===== config.mk =====
export PLATFORM = sky130hd
export DESIGN_NAME = branch_amend_multi_flat
export DESIGN_NICKNAME = d
export VERILOG_FILES = /design/src/rtl/branch_amend_multi_if.sv /design/src/rtl/branch_amend_multi.sv /design/src/flat_wrapper.sv
export SDC_FILE = /design/constraint.sdc
export NUM_CORES = 1
export LEC_CHECK = 0
export CAP_MARGIN = 10
export CORE_ASPECT_RATIO = 0.5
export CORE_MARGIN = 8
export CORE_UTILIZATION = 41
export CTS_CLUSTER_DIAMETER = 40
export CTS_CLUSTER_SIZE = 16
export DETAILED_ROUTE_END_ITERATION = 7
export PLACE_DENSITY = 0.85
export SLEW_MARGIN = 15
export SYNTH_ARGS = -nofsm -noshare
export SYNTH_HDL_FRONTEND = slang
export SYNTH_SLANG_ARGS = --single-unit

===== constraint.sdc =====
create_clock -name clk -period 2.41 [get_ports clk]
set_input_delay 0.723 -clock clk [delete_from_list [all_inputs] [get_ports clk]]
set_output_delay 0.723 -clock clk [all_outputs]
set_load 0.005 [all_outputs]

===== src/rtl/branch_amend_multi_if.sv =====
// Bundle bus around the multi-lane branch amend stage: upstream bundle, PREMEM side,
// branch flush request and the exception/risk controls.
interface branch_amend_multi_if #(
  parameter int LANES  = 2,
  parameter int DW     = 32,
  parameter int CKPT_W = 8,
  parameter int CNT_W  = 16
);
  localparam int LW = (LANES > 1) ? $clog2(LANES) : 1;

  logic                    exc_flush_i;
  logic                    mem_risk_i;
  logic                    in_valid_i;
  logic                    in_ready_o;
  logic [LANES-1:0]        in_lane_valid_i;
  logic [LANES-1:0]        in_repair_i;
  logic [LANES-1:0]        in_corr_take_i;
  logic [LANES*32-1:0]     in_corr_dest_i;
  logic [LANES*32-1:0]     in_vaddr_i;
  logic [LANES*CKPT_W-1:0] in_ckpt_i;
  logic [LANES*DW-1:0]     in_data_i;
  logic                    out_ready_i;
  logic                    out_valid_o;
  logic [LANES-1:0]        out_lane_valid_o;
  logic [LANES*32-1:0]     out_vaddr_o;
  logic [LANES*DW-1:0]     out_data_o;
  logic                    flush_o;
  logic [31:0]             flush_vaddr_o;
  logic [31:0]             flush_dest_o;
  logic                    flush_take_o;
  logic [CKPT_W-1:0]       flush_ckpt_o;
  logic [LW-1:0]           flush_lane_o;
  logic [CNT_W-1:0]        mispredict_cnt_o;

  modport master (
    output exc_flush_i, mem_risk_i, in_valid_i, in_lane_valid_i, in_repair_i,
           in_corr_take_i, in_corr_dest_i, in_vaddr_i, in_ckpt_i, in_data_i, out_ready_i,
    input  in_ready_o, out_valid_o, out_lane_valid_o, out_vaddr_o, out_data_o, flush_o,
           flush_vaddr_o, flush_dest_o, flush_take_o, flush_ckpt_o, flush_lane_o,
           mispredict_cnt_o
  );

  modport slave (
    input  exc_flush_i, mem_risk_i, in_valid_i, in_lane_valid_i, in_repair_i,
           in_corr_take_i, in_corr_dest_i, in_vaddr_i, in_ckpt_i, in_data_i, out_ready_i,
    output in_ready_o, out_valid_o, out_lane_valid_o, out_vaddr_o, out_data_o, flush_o,
           flush_vaddr_o, flush_dest_o, flush_take_o, flush_ckpt_o, flush_lane_o,
           mispredict_cnt_o
  );
endinterface


===== src/rtl/branch_amend_multi.sv =====
// Multi-lane branch amend stage between EXE_up and PREMEM: picks the oldest mispredicted
// lane, issues a one-shot flush with its correction data and kills younger wrong-path lanes.
module branch_amend_multi #(
  parameter int LANES  = 2,
  parameter int DW     = 32,
  parameter int CKPT_W = 8,
  parameter int CNT_W  = 16
) (
  input logic               clk,
  input logic               rst,
  branch_amend_multi_if.slave bif
);
  localparam int LW   = (LANES > 1) ? $clog2(LANES) : 1;
  localparam int LAST = LANES - 1;

  logic [LANES-1:0]        r_lane_v_p0, r_repair_p0, r_take_p0;
  logic [LANES*32-1:0]     r_dest_p0, r_vaddr_p0;
  logic [LANES*CKPT_W-1:0] r_ckpt_p0;
  logic [LANES*DW-1:0]     r_data_p0;
  logic                    r_vld_p0, r_flushed, r_ds_pend;
  logic [CNT_W-1:0]        r_cnt;

  logic [LANES-1:0] w_rep, w_kill, w_load_lv;
  logic [LW-1:0]    w_k;
  logic             w_any_rep, w_k_last, w_ready, w_in_ready, w_xfer, w_flush, w_drop;

  function automatic logic [CNT_W-1:0] sat_inc(input logic [CNT_W-1:0] v);
    return (&v) ? v : v + CNT_W'(1);
  endfunction

  // Oldest repairing lane wins: scan from youngest so the lowest index lands last.
  always_comb begin
    w_rep = r_lane_v_p0 & r_repair_p0;
    w_k   = '0;
    for (int i = LANES - 1; i >= 0; i--) begin
      if (w_rep[i]) w_k = LW'(i);
    end
  end

  assign w_any_rep  = r_vld_p0 && (|w_rep);
  assign w_k_last   = (w_k == LW'(LAST));
  assign w_ready    = !(bif.mem_risk_i && w_any_rep);
  assign w_in_ready = !r_vld_p0 || (w_ready && bif.out_ready_i);
  assign w_xfer     = w_in_ready && bif.out_ready_i;
  assign w_flush    = w_any_rep && !bif.mem_risk_i && !r_flushed;
  assign w_drop     = w_flush && !w_k_last;

  // Lanes beyond the delay slot are wrong-path; an incoming bundle only contributes its
  // lane 0 when that lane is the delay slot of the branch that just flushed or is pending.
  always_comb begin
    w_kill    = '0;
    w_load_lv = bif.in_lane_valid_i;
    for (int i = 0; i < LANES; i++) begin
      w_kill[i] = w_any_rep && (i > int'(w_k) + 1);
    end
    if ((w_flush && w_k_last) || r_ds_pend) begin
      w_load_lv    = '0;
      w_load_lv[0] = bif.in_lane_valid_i[0];
    end
  end

  always_comb begin
    bif.flush_vaddr_o = '0;
    bif.flush_dest_o  = '0;
    bif.flush_take_o  = 1'b0;
    bif.flush_ckpt_o  = '0;
    for (int i = 0; i < LANES; i++) begin
      if (w_any_rep && (w_k == LW'(i))) begin
        bif.flush_vaddr_o = r_vaddr_p0[i*32 +: 32];
        bif.flush_dest_o  = r_dest_p0[i*32 +: 32];
        bif.flush_take_o  = r_take_p0[i];
        bif.flush_ckpt_o  = r_ckpt_p0[i*CKPT_W +: CKPT_W];
      end
    end
  end

  assign bif.in_ready_o       = w_in_ready;
  assign bif.out_valid_o      = r_vld_p0 && w_ready;
  assign bif.out_lane_valid_o = r_lane_v_p0 & ~w_kill;
  assign bif.out_vaddr_o      = r_vaddr_p0;
  assign bif.out_data_o       = r_data_p0;
  assign bif.flush_o          = w_flush;
  assign bif.flush_lane_o     = w_any_rep ? w_k : '0;
  assign bif.mispredict_cnt_o = r_cnt;

  // p0 stage boundary: EXE_up bundle captured here and presented to PREMEM next cycle.
  always_ff @(posedge clk) begin
    if (!rst) begin
      r_vld_p0    <= 1'b0;
      r_flushed   <= 1'b0;
      r_ds_pend   <= 1'b0;
      r_cnt       <= '0;
      r_lane_v_p0 <= '0;
      r_repair_p0 <= '0;
      r_take_p0   <= '0;
      r_dest_p0   <= '0;
      r_vaddr_p0  <= '0;
      r_ckpt_p0   <= '0;
      r_data_p0   <= '0;
    end else begin
      if (w_flush) r_cnt <= sat_inc(r_cnt);
      if (bif.exc_flush_i) begin
        r_vld_p0    <= 1'b0;
        r_flushed   <= 1'b0;
        r_ds_pend   <= 1'b0;
        r_lane_v_p0 <= '0;
      end else if (w_xfer) begin
        r_flushed <= 1'b0;
        if (bif.in_valid_i) begin
          r_vld_p0    <= !w_drop;
          r_lane_v_p0 <= w_drop ? '0 : w_load_lv;
          r_ds_pend   <= 1'b0;
          r_repair_p0 <= bif.in_repair_i;
          r_take_p0   <= bif.in_corr_take_i;
          r_dest_p0   <= bif.in_corr_dest_i;
          r_vaddr_p0  <= bif.in_vaddr_i;
          r_ckpt_p0   <= bif.in_ckpt_i;
          r_data_p0   <= bif.in_data_i;
        end else begin
          r_vld_p0    <= 1'b0;
          r_lane_v_p0 <= '0;
          r_ds_pend   <= r_ds_pend || (w_flush && w_k_last);
        end
      end else if (w_flush) begin
        r_flushed <= 1'b1;
        if (w_k_last) r_ds_pend <= 1'b1;
      end
    end
  end
endmodule


===== src/flat_wrapper.sv =====
// flat-port wrapper written by rule: the top's interface ports become plain ports
module branch_amend_multi_flat 
#(
  parameter int LANES  = 2,
  parameter int DW     = 32,
  parameter int CKPT_W = 8,
  parameter int CNT_W  = 16
)
  (clk, rst, bif_exc_flush_i, bif_mem_risk_i, bif_in_valid_i, bif_in_lane_valid_i, bif_in_repair_i, bif_in_corr_take_i, bif_in_corr_dest_i, bif_in_vaddr_i, bif_in_ckpt_i, bif_in_data_i, bif_out_ready_i, bif_in_ready_o, bif_out_valid_o, bif_out_lane_valid_o, bif_out_vaddr_o, bif_out_data_o, bif_flush_o, bif_flush_vaddr_o, bif_flush_dest_o, bif_flush_take_o, bif_flush_ckpt_o, bif_flush_lane_o, bif_mispredict_cnt_o);
  branch_amend_multi_if #(.LANES(LANES), .DW(DW), .CKPT_W(CKPT_W), .CNT_W(CNT_W)) bif_i ();
  input logic clk;
  input logic rst;
  input wire logic [$bits(bif_i.exc_flush_i)-1:0] bif_exc_flush_i;
  input wire logic [$bits(bif_i.mem_risk_i)-1:0] bif_mem_risk_i;
  input wire logic [$bits(bif_i.in_valid_i)-1:0] bif_in_valid_i;
  input wire logic [$bits(bif_i.in_lane_valid_i)-1:0] bif_in_lane_valid_i;
  input wire logic [$bits(bif_i.in_repair_i)-1:0] bif_in_repair_i;
  input wire logic [$bits(bif_i.in_corr_take_i)-1:0] bif_in_corr_take_i;
  input wire logic [$bits(bif_i.in_corr_dest_i)-1:0] bif_in_corr_dest_i;
  input wire logic [$bits(bif_i.in_vaddr_i)-1:0] bif_in_vaddr_i;
  input wire logic [$bits(bif_i.in_ckpt_i)-1:0] bif_in_ckpt_i;
  input wire logic [$bits(bif_i.in_data_i)-1:0] bif_in_data_i;
  input wire logic [$bits(bif_i.out_ready_i)-1:0] bif_out_ready_i;
  output wire logic [$bits(bif_i.in_ready_o)-1:0] bif_in_ready_o;
  output wire logic [$bits(bif_i.out_valid_o)-1:0] bif_out_valid_o;
  output wire logic [$bits(bif_i.out_lane_valid_o)-1:0] bif_out_lane_valid_o;
  output wire logic [$bits(bif_i.out_vaddr_o)-1:0] bif_out_vaddr_o;
  output wire logic [$bits(bif_i.out_data_o)-1:0] bif_out_data_o;
  output wire logic [$bits(bif_i.flush_o)-1:0] bif_flush_o;
  output wire logic [$bits(bif_i.flush_vaddr_o)-1:0] bif_flush_vaddr_o;
  output wire logic [$bits(bif_i.flush_dest_o)-1:0] bif_flush_dest_o;
  output wire logic [$bits(bif_i.flush_take_o)-1:0] bif_flush_take_o;
  output wire logic [$bits(bif_i.flush_ckpt_o)-1:0] bif_flush_ckpt_o;
  output wire logic [$bits(bif_i.flush_lane_o)-1:0] bif_flush_lane_o;
  output wire logic [$bits(bif_i.mispredict_cnt_o)-1:0] bif_mispredict_cnt_o;
  assign bif_i.exc_flush_i = bif_exc_flush_i;
  assign bif_i.mem_risk_i = bif_mem_risk_i;
  assign bif_i.in_valid_i = bif_in_valid_i;
  assign bif_i.in_lane_valid_i = bif_in_lane_valid_i;
  assign bif_i.in_repair_i = bif_in_repair_i;
  assign bif_i.in_corr_take_i = bif_in_corr_take_i;
  assign bif_i.in_corr_dest_i = bif_in_corr_dest_i;
  assign bif_i.in_vaddr_i = bif_in_vaddr_i;
  assign bif_i.in_ckpt_i = bif_in_ckpt_i;
  assign bif_i.in_data_i = bif_in_data_i;
  assign bif_i.out_ready_i = bif_out_ready_i;
  assign bif_in_ready_o = bif_i.in_ready_o;
  assign bif_out_valid_o = bif_i.out_valid_o;
  assign bif_out_lane_valid_o = bif_i.out_lane_valid_o;
  assign bif_out_vaddr_o = bif_i.out_vaddr_o;
  assign bif_out_data_o = bif_i.out_data_o;
  assign bif_flush_o = bif_i.flush_o;
  assign bif_flush_vaddr_o = bif_i.flush_vaddr_o;
  assign bif_flush_dest_o = bif_i.flush_dest_o;
  assign bif_flush_take_o = bif_i.flush_take_o;
  assign bif_flush_ckpt_o = bif_i.flush_ckpt_o;
  assign bif_flush_lane_o = bif_i.flush_lane_o;
  assign bif_mispredict_cnt_o = bif_i.mispredict_cnt_o;
  branch_amend_multi #(.LANES(LANES), .DW(DW), .CKPT_W(CKPT_W), .CNT_W(CNT_W)) u_core (.clk(clk), .rst(rst), .bif(bif_i));
endmodule

After elaboration in Yosys (flattened, before gate mapping)
Index checks and enable logic that the tools add are counted.
W data, S select, Z words.
- bits in latches: 0
- RAM bits: 0
- input port bits: 220
- memory bits (read-only): 0
- register bits: 233
- memories kept: 0
- word-level logic and storage cells: 71
- add/sub/neg operators: 2
- bitwise gates (word level): 7
- mux-type cells: 19
- equality and inequality tests: 0
- reduce and logical (&&, ||, !) cells: 30
- shifts and indexed selects: 0
- div/mod/pow operators: 0
- multiply operators: 0
- $lt $le $gt $ge: 2
- operators by type and width (cell ; number):
    $mux W32 ; 4
    $gt A1 B32 Y1 const A ; 1
    $gt A2 B32 Y1 const A ; 1
    $add A16 B1 Y16 const B ; 1
    $mux W8 ; 2
    $reduce_and A16 Y1 ; 1
    $logic_and A1 B1 Y1 ; 13
    $mux W1 ; 10
    $logic_not A1 Y1 ; 6
    $mux W2 ; 3
    $and A2 B2 Y2 ; 2
    $not A1 Y1 ; 4
    $reduce_and A2 Y1 ; 2
    $reduce_bool A2 Y1 ; 2
    $reduce_or A2 Y1 ; 2
    $reduce_and A3 Y1 ; 1
    $reduce_or A3 Y1 ; 1
    $add A1 B1 Y2 const B ; 1
    $logic_or A1 B1 Y1 ; 2
    $not A2 Y2 ; 1

Longest topological paths before layout
Gate-level depths: netlist (run 1).
- depth after elaboration: 10
- depth in mapped cells: 9

Least setup slack after synthesis (run 1)
No wires, ideal clock.
- path kind: reg2out
- start: reg u_core.r_vld_p0
- end: out bif_flush_dest_o[13]
- setup slack: 0.264 ns
- buffers on the path: 2
- required time: 1.687 ns
- cell stages (with the launch flop): 6
- data arrival time: 1.423 ns
- cells stage by stage: dfxtp_1 nand3_1 a21oi_1 clkbuf_1 buf_1 a22o_1
- longest elaborated chain between the ends: 4
- RTL lines (item ; line ; RTL):
    start, declared ; branch_amend_multi.sv:20 ; logic r_vld_p0, r_flushed, r_ds_pend;
    start signal, assigned ; branch_amend_multi.sv:110 ; r_vld_p0 <= !w_drop;
    $logic_and A1 B1 Y1 (*) ; branch_amend_multi.sv:40 ; assign w_any_rep = r_vld_p0 && (|w_rep);
    $logic_and A1 B1 Y1 ; branch_amend_multi.sv:68 ; if (w_any_rep && (w_k == LW'(i))) begin
    $mux W32 ; branch_amend_multi.sv:68 ;
    $mux W32 (*) ; branch_amend_multi.sv:68 ;
    end, declared ; flat_wrapper.sv:31 ; output wire logic [$bits(bif_i.flush_dest_o)-1:0] bif_flush_dest_o;
Every way passes the cells marked *; elsewhere a longest branch is shown, timed or not.

Worst setup path after layout (run 1)
- start: reg u_core.r_vld_p0
- end: out bif_flush_dest_o[1]
The elaborated chain is that of the path after synthesis.

==> results of run 1 <==
cells in the final DEF, fill, tap and decap left out, drive strengths merged, types with 2 or more instances in the layout:
master         netlist  routed
inv                  3       9
clkbuf              64      26
clkinv               0       3
dfxtp              233     233
nand2b               9       9
nand3              223     223
o21ai              212     212
nor3                 3       3
and2                 8       8
clkinvlp             0       2
nor4b                3       3
xor2                 6       6
clkdlybuf4s50        0     363
mux2i                8       8
a22o                75      75
nand4                2       2
and3                 3       3
a21oi                4       4
a211oi               2       2
nor2                 3       3
nand2              227     227
buf                 49     146
bufinv               0       3
diode                0       3
o21a                 2       2
metal layers:
layer	vias to the layer above	track usage
met5	-	0
met4	0	0.1367
met3	130	0.05612
met2	399	0.4496
met1	4751	0.2512
li1	4872	-
what timing repair did:
action | 4_1_cts | 5_1_grt
pin swaps | 62 | 30
gates cloned | 9 | 0
setup endpoints to repair | 77 | 77
resized for setup | 360 | 18
setup buffers | 24 | 3
worst register-to-register path, delay by kind of cell (launching register included):
| family | cells | cell delay, ns |
|---|---|---|
| flops | 1 | 0.34 |
| simple gates | 2 | 0.59 |
| compound gates | 3 | 0.74 |
| buf+inv | 2 | 0.41 |
sequential cells by signal, indices dropped and copies added, names as in the netlist:
| register | count |
|---|---|
| u_core.r_repair_p0 | 2 |
| u_core.r_dest_p0 | 64 |
| u_core.r_lane_v_p0 | 2 |
| u_core.bif.out_vaddr_o | 64 |
| u_core.r_ds_pend | 1 |
| u_core.r_vld_p0 | 1 |
| u_core.r_ckpt_p0 | 16 |
| u_core.bif.out_data_o | 64 |
| u_core.bif.mispredict_cnt_o | 16 |
| u_core.r_take_p0 | 2 |
| u_core.r_flushed | 1 |
synth_stat cells:
| cell type | number |
|---|---|
| and3_1 | 3 |
| a22o_1 | 75 |
| and4_1 | 1 |
| nor4_1 | 1 |
| a2111oi_0 | 1 |
| a211oi_1 | 2 |
| o21a_1 | 2 |
| nand4_1 | 2 |
| buf_2 | 6 |
| nor3_1 | 3 |
| buf_6 | 19 |
| a21oi_1 | 4 |
| or2_1 | 1 |
| mux2i_1 | 8 |
| nand3_1 | 223 |
| o21ai_0 | 52 |
| a21o_1 | 1 |
| xor2_1 | 6 |
| nor3b_1 | 1 |
| ha_1 | 1 |
| clkbuf_1 | 64 |
| nand2_1 | 227 |
| a21boi_0 | 1 |
| nor2_1 | 3 |
| buf_1 | 24 |
| nor2b_1 | 1 |
| a311o_1 | 1 |
| a32o_1 | 1 |
| nor4b_1 | 3 |
| and2_1 | 8 |
| dfxtp_1 | 233 |
| o21ai_1 | 160 |
| o211a_1 | 1 |
| inv_1 | 3 |
| nand2b_1 | 9 |
cell families after synthesis:
family / count (synthesis) / share of synthesized area
adders and majority gates: 1 / 0.001329
xor gates and xnor gates: 6 / 0.005584
AOI/OAI and AO/OA: 301 / 0.1936
buffers and inverters: 116 / 0.06223
muxes: 8 / 0.008510
and+or+nand+nor: 486 / 0.2331
DFF: 233 / 0.4957
final cells by class:
type	instances	area [sq um]
inverter	3	11.26
multi-input combinational	802	4242
clock inverter	14	182.7
sequential	233	4678
clock buffer	25	593.1
antenna	3	7.507
fill	1770	7602
timing repair buffer	511	4990
tap	307	384.1
final timing paths:
kind	slack (ns)	startpoint	to
max	-0.19	u_core.r_vld_p0$_SDFFE_PP0P_	bif_flush_dest_o[1]
min	0.46	u_core.bif.out_data_o[19]$_SDFFE_PN0P_	u_core.bif.out_data_o[19]$_SDFFE_PN0P_
max reg2reg	0.18	u_core.r_lane_v_p0[1]$_SDFFE_PP0P_	u_core.bif.out_data_o[4]$_SDFFE_PN0P_
min reg2reg	0.46	u_core.bif.out_data_o[19]$_SDFFE_PN0P_	u_core.bif.out_data_o[19]$_SDFFE_PN0P_
where the power goes:
group	total [mW]	switching (mW)	internal, mW
Combinational	0.946	0.396	0.550
Sequential	4.05	0.0840	3.97
Clock	3.80	1.65	2.15
Total	8.80	2.13	6.66
==> flow_summary_export.csv, run 1 <==
group,metric,value,unit
grt,antenna_found_initial,2,
yosys,syn_area,9410,sq um
timing,finalCriticalPeriod,2.598,ns
min_path,hp-class,"reg2reg",
timing,maxSlewHeadroom,0.5754,
clock_tree,clk_pin_slew_worst_paths,0.07,ns
critical_path,critPathTopFamily,"buffers and inverters",
timing,timing.setup.tns,-7.916,ns
floorplanning,ios,443,
detailed_routing,num_vias,10150,
critical_path,cp.arrival,1.88,ns
clock_tree,cts_max_level,1,
critical_path,cp.depth,7,
yosys,netlist_top_cells_area,"dfxtp_1 50%, nand3_1 12%, nand2_1 9.1%",
power_and_ir_drop,p_leak,5.944,nW
yosys,syn_inst,1151,
detailed_routing,dr_wl_met2,18.99,mm
detailed_routing,routed.top_layer,"met4",
timing,drv_slew,0,
timing,fin_crit_sh,1.078,
finish,fin_area,15090,sq um
critical_path,cp_cell_sequence,"nand3_4 > a21oi_4 > buf_6 > buf_12 > buf_8 > a22o_1 > buf_2",
clock_tree,clock_path_buffers,3,
yosys,synth_top_area_share,0.4957,
critical_path,worstSetupStartpointType,"flop",
clock_tree,clk_latency,0.53,ns
grt,first_global_vias,10110,
grt,overflow,0,
clock_tree,cts_buffers,23,
finish,final_cells,1898,
finish,num-nets-final,1795,
timing,skew,0.02748,ns
clock_tree,clkSinkCount,233,
detailed_routing,detailedRoute.firstPassIterationCount,7,
detailed_routing,wl_met1,13.17,mm
clock_tree,cts_tree,"done",
grt,grt_pass1_wl,55.26,mm
detailed_routing,ant_nets,0,
detailed_routing,wl_met3,2.478,mm
power_and_ir_drop,peakVddDrop,0.4291,mV
finish,drive_gt1_frac,0.1266,
place,placed_area,14110,sq um
min_path,whs_path_depth,2,
place,io_buffer_count,442,
timing,setup_ws,-0.1883,ns
timing,fmax,384.9,MHz
job,maxCapViolCount,0,
detailed_routing,routed_wl,36.74,mm
place,dp.cells,1826,
detailed_routing,avgViaCountPerCell,5.349,
timing,worst_slew_pin_slew,0.6320,ns
yosys,seq_area_frac_synth,0.4957,
grt,grt_usage,0.2405,
floorplanning,core-area,22690,sq um
place,place_ws,-0.4039,ns
power_and_ir_drop,power,8.796,mW
critical_path,cp_slowest_cell,"dfxtp_4",
yosys,synth_warnings,0,
critical_path,slowest_delay,0.37,ns
yosys,synth_fp_nets,1372,
clock_tree,cts_hold_buf,0,
yosys,syn_avg_cell_area,8.176,sq um
finish,final_core_util,0.6650,
critical_path,crit_path_end_kind,"primary output",
floorplanning,die_w,230.3,microns
floorplanning,start_util,0.4147,
critical_path,path_max_fanout,6,
detailed_routing,drc_errors,0,
timing,hold_violations,0,
grt,grt_max_degree,139,
floorplanning,die_h,123.1,microns
critical_path,worst-path-buf-inv,4,
detailed_routing,drtIter0Drc,777,
critical_path,path_class,"reg2out",
finish,area_delta_synth_final,60.34,%
timing,rsz0062_at_grt,"yes",
place,dp_hpwl,25.51,mm
yosys,synth_cell_types,35,
critical_path,cp_data_required_time,1.69,ns
yosys,post-synth-top-area-cell,"dfxtp_1",
status,outcome,"finished with violations",
detailed_routing,wl_per_cell,19.35,microns
floorplanning,row_count,39,
timing,whs,0.4562,ns
yosys,synth_seq_cells,233,
power_and_ir_drop,cellPowerDensity,583.0,nW/um^2
clock_tree,root_buffer,"clkbuf_16",
status,violations,"negative setup slack",
place,routabilityCongestion,0.8748,
floorplanning,dieArea,28350,sq um
timing,setup-violations-final,72,
critical_path,rr_worst_depth,7,
No activity file was read; power rests on OpenSTA's default activity.
==> inputs of run 2 (changes only) <==
Settings changed: ABC_AREA from default to 0.
==> results of run 2 <==
No change in the layout: final DEF, timing and power equal those of run 1.
